File: src/rtl/add_core_pkg.sv
// add_core shared types and defaults.
// Count-width macro sizes FIFO occupancy counters.
`define ADD_CORE_CNT_W(d) ($clog2(d) + 1)

package add_core_pkg_hdl;

  localparam int DATA_W_DEF = 8;
  localparam int FIFO_D_DEF = 4;
  localparam int TAG_W_DEF  = 4;
  localparam int CC_W       = 16;

  typedef struct packed {
    logic [TAG_W_DEF-1:0]  tag;
    logic                  carry;
    logic [DATA_W_DEF-1:0] sum;
  } add_res_t;

endpackage

File: src/rtl/add_core_fifo.sv
// Result FIFO: wrap-bit pointers, occupancy count,
// head data forced to zero while empty.
module add_core_fifo
  import add_core_pkg_hdl::*;
#(
  parameter int WIDTH = 13,
  parameter int DEPTH = FIFO_D_DEF
) (
  input  logic                              clock,
  input  logic                              reset,
  input  logic                              push,
  input  logic [WIDTH-1:0]                  push_data,
  input  logic                              pop,
  output logic [WIDTH-1:0]                  head,
  output logic                              empty,
  output logic [`ADD_CORE_CNT_W(DEPTH)-1:0] count
);

  localparam int AW = $clog2(DEPTH);

  logic [AW:0]      wr_ptr;
  logic [AW:0]      rd_ptr;
  logic [WIDTH-1:0] mem [DEPTH];
  logic             full;
  logic             do_push;
  logic             do_pop;

  assign empty   = (wr_ptr == rd_ptr);
  assign full    = (wr_ptr[AW] != rd_ptr[AW]) &&
                   (wr_ptr[AW-1:0] == rd_ptr[AW-1:0]);
  assign do_push = push && !full;
  assign do_pop  = pop && !empty;
  assign count   = wr_ptr - rd_ptr;
  assign head    = empty ? '0 : mem[rd_ptr[AW-1:0]];

  // Pointer update; push and pop may both happen.
  always_ff @(posedge clock or negedge reset) begin
    if (!reset) begin
      wr_ptr <= '0;
      rd_ptr <= '0;
    end else begin
      if (do_push) wr_ptr <= wr_ptr + 1'b1;
      if (do_pop)  rd_ptr <= rd_ptr + 1'b1;
    end
  end

  // Storage write; contents are don't-care until pushed.
  always_ff @(posedge clock) begin
    if (do_push) mem[wr_ptr[AW-1:0]] <= push_data;
  end

  // Upstream credit logic must keep a push off a full FIFO.
  push_never_full: assert property (
    @(posedge clock) disable iff (!reset) !(push && full)
  );

endmodule

File: src/rtl/add_core.sv
// Two-stage pipelined adder with credit-gated
// result FIFO and saturating carry counter.
module add_core
  import add_core_pkg_hdl::*;
#(
  parameter int DATA_WIDTH = DATA_W_DEF,
  parameter int FIFO_DEPTH = FIFO_D_DEF,
  parameter int TAG_WIDTH  = TAG_W_DEF
) (
  input  logic                  clock,
  input  logic                  reset,
  input  logic                  in_valid,
  output logic                  in_ready,
  input  logic [DATA_WIDTH-1:0] in_a,
  input  logic [DATA_WIDTH-1:0] in_b,
  input  logic [TAG_WIDTH-1:0]  in_tag,
  output logic                  out_valid,
  input  logic                  out_ready,
  output logic [DATA_WIDTH-1:0] out_sum,
  output logic                  out_carry,
  output logic [TAG_WIDTH-1:0]  out_tag,
  output logic [CC_W-1:0]       carry_count
);

  localparam int CW = `ADD_CORE_CNT_W(FIFO_DEPTH);
  localparam int RW = TAG_WIDTH + 1 + DATA_WIDTH;
  localparam logic [CW:0] DEPTH_C = (CW+1)'(FIFO_DEPTH);

  logic                  s1_valid;
  logic [DATA_WIDTH-1:0] s1_a;
  logic [DATA_WIDTH-1:0] s1_b;
  logic [TAG_WIDTH-1:0]  s1_tag;
  logic [DATA_WIDTH:0]   s1_sum;
  logic                  accept;
  logic [CW-1:0]         fifo_count;
  logic [CW:0]           credits;
  logic                  fifo_empty;
  logic [RW-1:0]         head;

  // Credits use registered state only, so a pop
  // this cycle cannot combinationally raise in_ready.
  assign credits  = {1'b0, fifo_count} + {{CW{1'b0}}, s1_valid};
  assign in_ready = (credits < DEPTH_C);
  assign accept   = in_valid && in_ready;
  assign s1_sum   = {1'b0, s1_a} + {1'b0, s1_b};

  // Stage 1: capture operands and tag on accept.
  always_ff @(posedge clock or negedge reset) begin
    if (!reset) begin
      s1_valid <= 1'b0;
      s1_a     <= '0;
      s1_b     <= '0;
      s1_tag   <= '0;
    end else begin
      s1_valid <= accept;
      if (accept) begin
        s1_a   <= in_a;
        s1_b   <= in_b;
        s1_tag <= in_tag;
      end
    end
  end

  // Count pushed results with carry set, saturating.
  always_ff @(posedge clock or negedge reset) begin
    if (!reset) begin
      carry_count <= '0;
    end else if (s1_valid && s1_sum[DATA_WIDTH] &&
                 (carry_count != '1)) begin
      carry_count <= carry_count + 1'b1;
    end
  end

  add_core_fifo #(
    .WIDTH (RW),
    .DEPTH (FIFO_DEPTH)
  ) u_fifo (
    .clock     (clock),
    .reset     (reset),
    .push      (s1_valid),
    .push_data ({s1_tag, s1_sum}),
    .pop       (out_ready),
    .head      (head),
    .empty     (fifo_empty),
    .count     (fifo_count)
  );

  assign out_valid = !fifo_empty;
  assign out_sum   = head[DATA_WIDTH-1:0];
  assign out_carry = head[DATA_WIDTH];
  assign out_tag   = head[RW-1:DATA_WIDTH+1];

endmodule

File: config.mk
export PLATFORM = sky130hd
export DESIGN_NAME = add_core
export DESIGN_NICKNAME = d
export VERILOG_FILES = /design/src/rtl/add_core_pkg.sv /design/src/rtl/add_core_fifo.sv /design/src/rtl/add_core.sv
export SDC_FILE = /design/constraint.sdc
export NUM_CORES = 1
export LEC_CHECK = 0
export CORE_MARGIN = 2
export CORE_UTILIZATION = 39
export CTS_CLUSTER_DIAMETER = 60
export DETAILED_ROUTE_END_ITERATION = 7
export GPL_ROUTABILITY_DRIVEN = 1
export SYNTH_ARGS = -nofsm -noshare
export SYNTH_HDL_FRONTEND = slang
export SYNTH_SLANG_ARGS = --single-unit
File: constraint.sdc
create_clock -name clock -period 4.8 [get_ports clock]
set_clock_uncertainty 0.05 [all_clocks]
set_input_delay 0.48 -clock clock [delete_from_list [all_inputs] [get_ports clock]]
set_output_delay 0.48 -clock clock [all_outputs]
set_load 0.02 [all_outputs]
==> qor.yml, run 1 <==
status:
  status: "finished, final reports clean"
power_and_ir_drop:
  power_mw: 3.90
  irDropWorstVdd_mv: 0.333
  power.density_mw_per_mm2: 763
  p_leak_nw: 1.98
timing:
  tns_ps: 0
  hold_viol: 0
  final.min_clock_period_ps: 3480
  post-route-period-util_pct: 72.6
  layout_setup_ws_ps: 1320
  grt_setup_unrepaired: "no"
  finalSetupViolCount: 0
  fmax_mhz: 287
  drv_slew: 0
  worstMarginPinSlew_ps: 977
  slew_headroom_pct: 34.9
clock_network:
  cts_buffer_depth: 2
  clock-root-buffer: "clkbuf_8"
  cts_resized: 0
  cts_tree: "yes"
  ctsHtreeMaxLevel: 3
  postCtsSetupBuffers: 0
  cts_hold_buf: 0
  cts_buffers: 9
  cts.sinks: 95
  insertion_delay_ps: 370
  path_clk_slew_ps: 110
synthesis:
  yosysUniqueCellTypes: 39
  yosysWarnings: 0
  netlist_area_mm2: 0.00424
  synth_flop_cell: "edfxtp_1"
  syn_avg_cell_area_um2: 15.3
  synth_edf_count: 52
  syn_nets: 319
  synth-seq-cells: 95
  netlist_instances: 277
  ys_async_sr_fraction_pct: 45.3
  synth_seq_area_share_pct: 62.1
setup_path:
  worstReg2RegEnd: "s1_tag[2]"
  ff2ff_path_depth: 6
  r2r_start: "u_fifo.rd_ptr[1]"
  crit_path_end_kind: "output pin"
  cp_slowest_cell: "dfrtp_1"
  required_ps: 4270
  path_max_fanout: 16
  start_kind: "register"
  critPathArrivalTime_ps: 2950
  slowest_delay_ps: 830
  crit_chain: "inv_1 > ha_1 > nand3_1 > and2_1 > clkdlybuf4s50_1"
  r2r_slack_ps: 1970
  critPathKind: "register to output pin"
cells_and_area:
  final-instance-count-excl-fill: 482
  layout_commonest_cell: "clkdlybuf4s50_1"
  final_cell_mix: "clkdlybuf4s50_1, edfxtp_1, dfrtp_1"
  fin_nets: 379
  final_layout_size_suffix_gt1_share_pct: 17.3
  antenna_cells: 0
  area_growth_syn_to_layout_pct: 20.5
place:
  dp.cells: 466
  io_buffer_count: 54
  routabilityCongestion: 0.736
  preCtsSetupSlack_ps: 1660
  post-dp-hpwl_um: 5150
global_route:
  grt.total_usage_pct: 14.2
  grt_max_degree: 44
  grt_overflow: 0
  antenna_found_initial: 0
  grt_pass1_vias: 2438
  grt_pass1_wl_um: 12400
floorplan:
  num_rows: 38
  die_x_um: 108
  die_y_um: 108
  start_util_pct: 39.5
  core-area_mm2: 0.0107
  ios: 55
  die-area_mm2: 0.0117
worst_hold_path:
  hp-class: "primary input to async pin"
routing:
  finalWirelength_um: 7560
  drc: 0
  ant_nets: 0
  drt_iter0_drc: 107
  dr.pass1.iters: 4
  routedWlPerCell_um: 15.7
  vias_per_cell: 4.95
  vias: 2388
flow_run:
  drv_cap: 0
## cells in the mapped netlist (2+ instances only)
cell / count / area, um2
buf_2: 2 / 10.0
o21ai_0: 3 / 15.0
nor4_1: 3 / 18.8
mux2_2: 19 / 214
or2_2: 2 / 12.5
xor2_1: 17 / 149
and2_1: 18 / 113
mux4_2: 13 / 293
inv_1: 10 / 37.5
ha_1: 16 / 200
nand3_1: 7 / 35.0
buf_6: 2 / 22.5
clkbuf_1: 2 / 7.51
a21oi_1: 5 / 25.0
nand4_1: 4 / 25.0
nor2_1: 8 / 30.0
nor3_1: 7 / 35.0
edfxtp_1: 52 / 1560
xnor2_1: 10 / 87.6
fa_1: 2 / 40.0
nand2_1: 13 / 48.8
dfrtp_1: 43 / 1080
a21o_1: 2 / 15.0
mux2_1: 2 / 22.5
## metrics by stage
step	area [um2]	hold slack, ps	utilization, %
after floorplan	4240	134	-
after global placement	4920	426	45.8
after detailed placement	4920	427	45.8
after CTS	5120	258	47.6
after global routing	5120	283	47.6
final	5120	209	47.6
## metal layers
metal / vias to the layer above / part of all wire (%) / GRT usage (%)
li1: 1141 / - / -
met5: - / 0 / 0
met2: 40 / 48 / 22.7
met4: 0 / 1.5 / 5.22
met1: 1197 / 47 / 19.1
met3: 10 / 3.3 / 3.38
## where the power goes
part	internal, mW	switching (mW)	total, mW
logic	0.908	1.01	1.91
clock network	0.205	0.307	0.512
registers	1.32	0.162	1.48
total	2.43	1.48	3.90
## cell type report
| cell class | count | area [um2] |
|---|---|---|
| inverter | 10 | 37.5 |
| timing repair buffer | 55 | 543 |
| clock inverter | 7 | 70.1 |
| clock buffer | 9 | 124 |
| tap | 140 | 175 |
| fill | 987 | 5630 |
| sequential | 95 | 2640 |
| multi-input combinational | 166 | 1530 |
## worst max path at each step
stage / startpoint / to / slack (ps) / cells past startpoint
3_5_place_dp: u_fifo.rd_ptr[1] / out_sum[6] / 1660 / 5
2_1_floorplan: u_fifo.rd_ptr[1] / s1_tag[2] / 2210 / 8
3_3_place_gp: u_fifo.rd_ptr[1] / out_carry / 1740 / 5
6_report: u_fifo.rd_ptr[1] / out_sum[7] / 1320 / 5
4_1_cts: u_fifo.rd_ptr[1] / out_sum[6] / 1230 / 5
5_1_grt: u_fifo.rd_ptr[1] / out_tag[2] / 1030 / 5
## worst max-delay path: cells and delay by family (launching register included)
kind                       cells  cell delay [ps]
buffers and inverters          2              730
adders and majority gates      1              350
and+or+nand+nor                2              680
DFF                            1              830
## logic make-up (layout without fill, tap and decap cells)
family	after synthesis	count (layout)	synth area share, %
compound gates	19	19	3.07
xor+xnor	27	27	5.57
fa+ha+maj	18	18	5.66
buf+inv	16	81	1.83
flops	95	95	62.1
mux	35	35	12.8
simple gates	67	67	8.90
## registers in the layout, indices dropped and copies added (netlist names)
| signal | count |
|---|---|
| s1_b | 8 |
| s1_valid | 1 |
| u_fifo.mem | 52 |
| s1_a | 8 |
| carry_count | 16 |
| s1_tag | 4 |
| u_fifo.wr_ptr | 3 |
| u_fifo.rd_ptr | 3 |
Power figures use the tool's default switching activity.
==> inputs of run 2 (changes only) <==
- clock period: 4.8 -> 3.2 ns (I/O delays scaled with it)
==> qor.yml, run 2 (synthesized netlist as in run 1, its figures left out) <==
setup_path:
  worstReg2RegEnd: "s1_tag[2]"
  ff2ff_path_depth: 8  # +2
  required_ps: 2830  # -1440 ps
  path_delay_family: "buffers and inverters"
  cp_slowest_cell: "clkdlybuf4s50_1"
  cpMostUsedCell: "inv_1"
  r2r_start: "u_fifo.wr_ptr[0]"
  start_kind: "register"
  crit_path_end_kind: "output pin"
  slowest_delay_ps: 650  # -180 ps
  crit_chain: "inv_1 > ha_1 > inv_1 > fa_1 > xor2_1 > a31oi_2 > clkdlybuf4s50_1"
  critPathKind: "register to output pin"
  path_max_fanout: 4  # -12
  r2r_slack_ps: 770  # -1200 ps
  critPathCapture: "in_ready"
  crit_path_start: "u_fifo.wr_ptr[0]"
  worst-path-buf-inv: 3  # +1
  cp.depth: 7  # +2
  critPathArrivalTime_ps: 2500  # -450 ps
timing:
  post-route-period-util_pct: 89.8
  grt_setup_unrepaired: "no"
  finalSetupViolCount: 0  # unchanged
  fmax_mhz: 348
  hold_ws_ps: 70.9  # -138 ps
  final.min_clock_period_ps: 2870
  layout_setup_ws_ps: 327  # -989 ps
  worstMarginPinSlew_ps: 1010  # +31.5 ps
  tns_ps: 0  # unchanged
  drv_slew: 0  # unchanged
  hold_viol: 0  # unchanged
  slew_headroom_pct: 32.8  # -2.1 points
cells_and_area:
  largest_register_ffs: 52  # unchanged
  fin_nets: 380  # +0.26%
  fillers: 1004  # +1.7%
  final_cell_mix: "clkdlybuf4s50_1, edfxtp_1, dfrtp_1"
  final_layout_size_suffix_gt1_share_pct: 17.2  # -0.050 points
  area_growth_syn_to_layout_pct: 20.4  # about the same
  antenna_cells: 0  # unchanged
  layout_commonest_cell: "clkdlybuf4s50_1"
  utilization_pct: 47.6  # about the same
global_route:
  grt_max_degree: 44  # unchanged
  antenna_found_initial: 0  # unchanged
  grt.total_usage_pct: 14.4  # +0.19 points
  grt_pass1_vias: 2495  # +2.3%
  grt_overflow: 0  # unchanged
  grt_pass1_wl_um: 12600  # +1.7%
floorplan:
  die_y_um: 108  # unchanged
  core-area_mm2: 0.0107  # unchanged
  num_rows: 38  # unchanged
  start_util_pct: 39.5  # unchanged
  ios: 55  # unchanged
  die-area_mm2: 0.0117  # unchanged
  die_x_um: 108  # unchanged
clock_network:
  cts_buffers: 9  # unchanged
  postCtsSetupBuffers: 0  # unchanged
  ctsHtreeMaxLevel: 3  # unchanged
  cts_buffer_depth: 2  # unchanged
  cts.sinks: 95  # unchanged
  insertion_delay_ps: 370  # about the same
  clock-root-buffer: "clkbuf_8"
  cts_hold_buf: 0  # unchanged
  path_clk_slew_ps: 100  # about the same
  cts_tree: "yes"
  cts_resized: 0  # unchanged
place:
  routabilityCongestion: 0.741  # +0.69%
  post-dp-hpwl_um: 5200  # +0.97%
  io_buffer_count: 54  # unchanged
  preCtsSetupSlack_ps: 701  # -960 ps
routing:
  dr.pass1.iters: 4  # unchanged
  vias: 2359  # -1.2%
  drc: 0  # unchanged
  ant_nets: 0  # unchanged
  drt_iter0_drc: 116  # +8.4%
  finalWirelength_um: 7610  # +0.73%
  routedWlPerCell_um: 15.8  # +0.52%
  vias_per_cell: 4.88  # -1.4%
worst_hold_path:
  hp-class: "primary input to async pin"
flow_run:
  drv_cap: 0  # unchanged
power_and_ir_drop:
  irDropWorstVdd_mv: 0.596  # +79%
  p_leak_nw: 1.98  # -0.18%
  power.density_mw_per_mm2: 1140  # +50%
status:
  status: "finished, final reports clean"
[run 2: cell count changes in the layout (fill, tap and decap cells not counted), sizes merged]
cell and change:
clkinv +1, inv -2, buf +1, clkbuf +1
[run 2: cell type report]
type                    instances  area [um2]  area share [%]
multi-input cells             166        1530            29.9
well taps                     140         175            3.43
inverters                      10        37.5           0.734
clock buffers                  10         128            2.50
clock inverters                 6        53.8            1.05
flip-flops and latches         95        2640            51.6
repair buffers                 56         551            10.8
[run 2: stage by stage]
stage	total power, mW	cells	cell area (um2)
4_1_cts	5.93	483	5110
6_report	5.84	483	5110
3_5_place_dp	5.18	467	4930
2_1_floorplan	4.23	277	4240
5_1_grt	6.26	483	5110
3_3_place_gp	5.10	467	4930
[run 2: where the power goes]
part / leakage, nW / internal, mW / total, mW / switching [mW]
clock network: 0.0894 / 0.297 / 0.736 / 0.439
registers: 1.01 / 1.98 / 2.18 / 0.202
logic: 0.880 / 1.37 / 2.93 / 1.56
[run 2: worst register-to-register path: cells and delay by family, from the launching register on]
| kind | cells | cell delay [ps] |
|---|---|---|
| buf+inv | 2 | 180 |
| simple gates | 1 | 350 |
| fa+ha+maj | 2 | 520 |
| mux | 1 | 430 |
| compound gates | 1 | 200 |
| flops | 1 | 410 |
| xor+xnor | 1 | 180 |
[run 2: routing by layer]
metal  vias up  track usage, %  wire length (um)
li1       1142               -                 -
met1      1167            19.6              3690
met2        41            22.8              3610
met3         9            2.83               197
met4         0            6.04               115
met5         -               0                 0
[run 2: worst min-delay path by stage]
stage	to	slack (ps)	cells after the start
2_1_floorplan	carry_count[0]	-30	0
3_3_place_gp	u_fifo.wr_ptr[2]	430	1
3_5_place_dp	u_fifo.wr_ptr[2]	430	1
4_1_cts	s1_tag[3]	100	1
5_1_grt	u_fifo.wr_ptr[2]	150	1
6_report	u_fifo.rd_ptr[0]	70	1
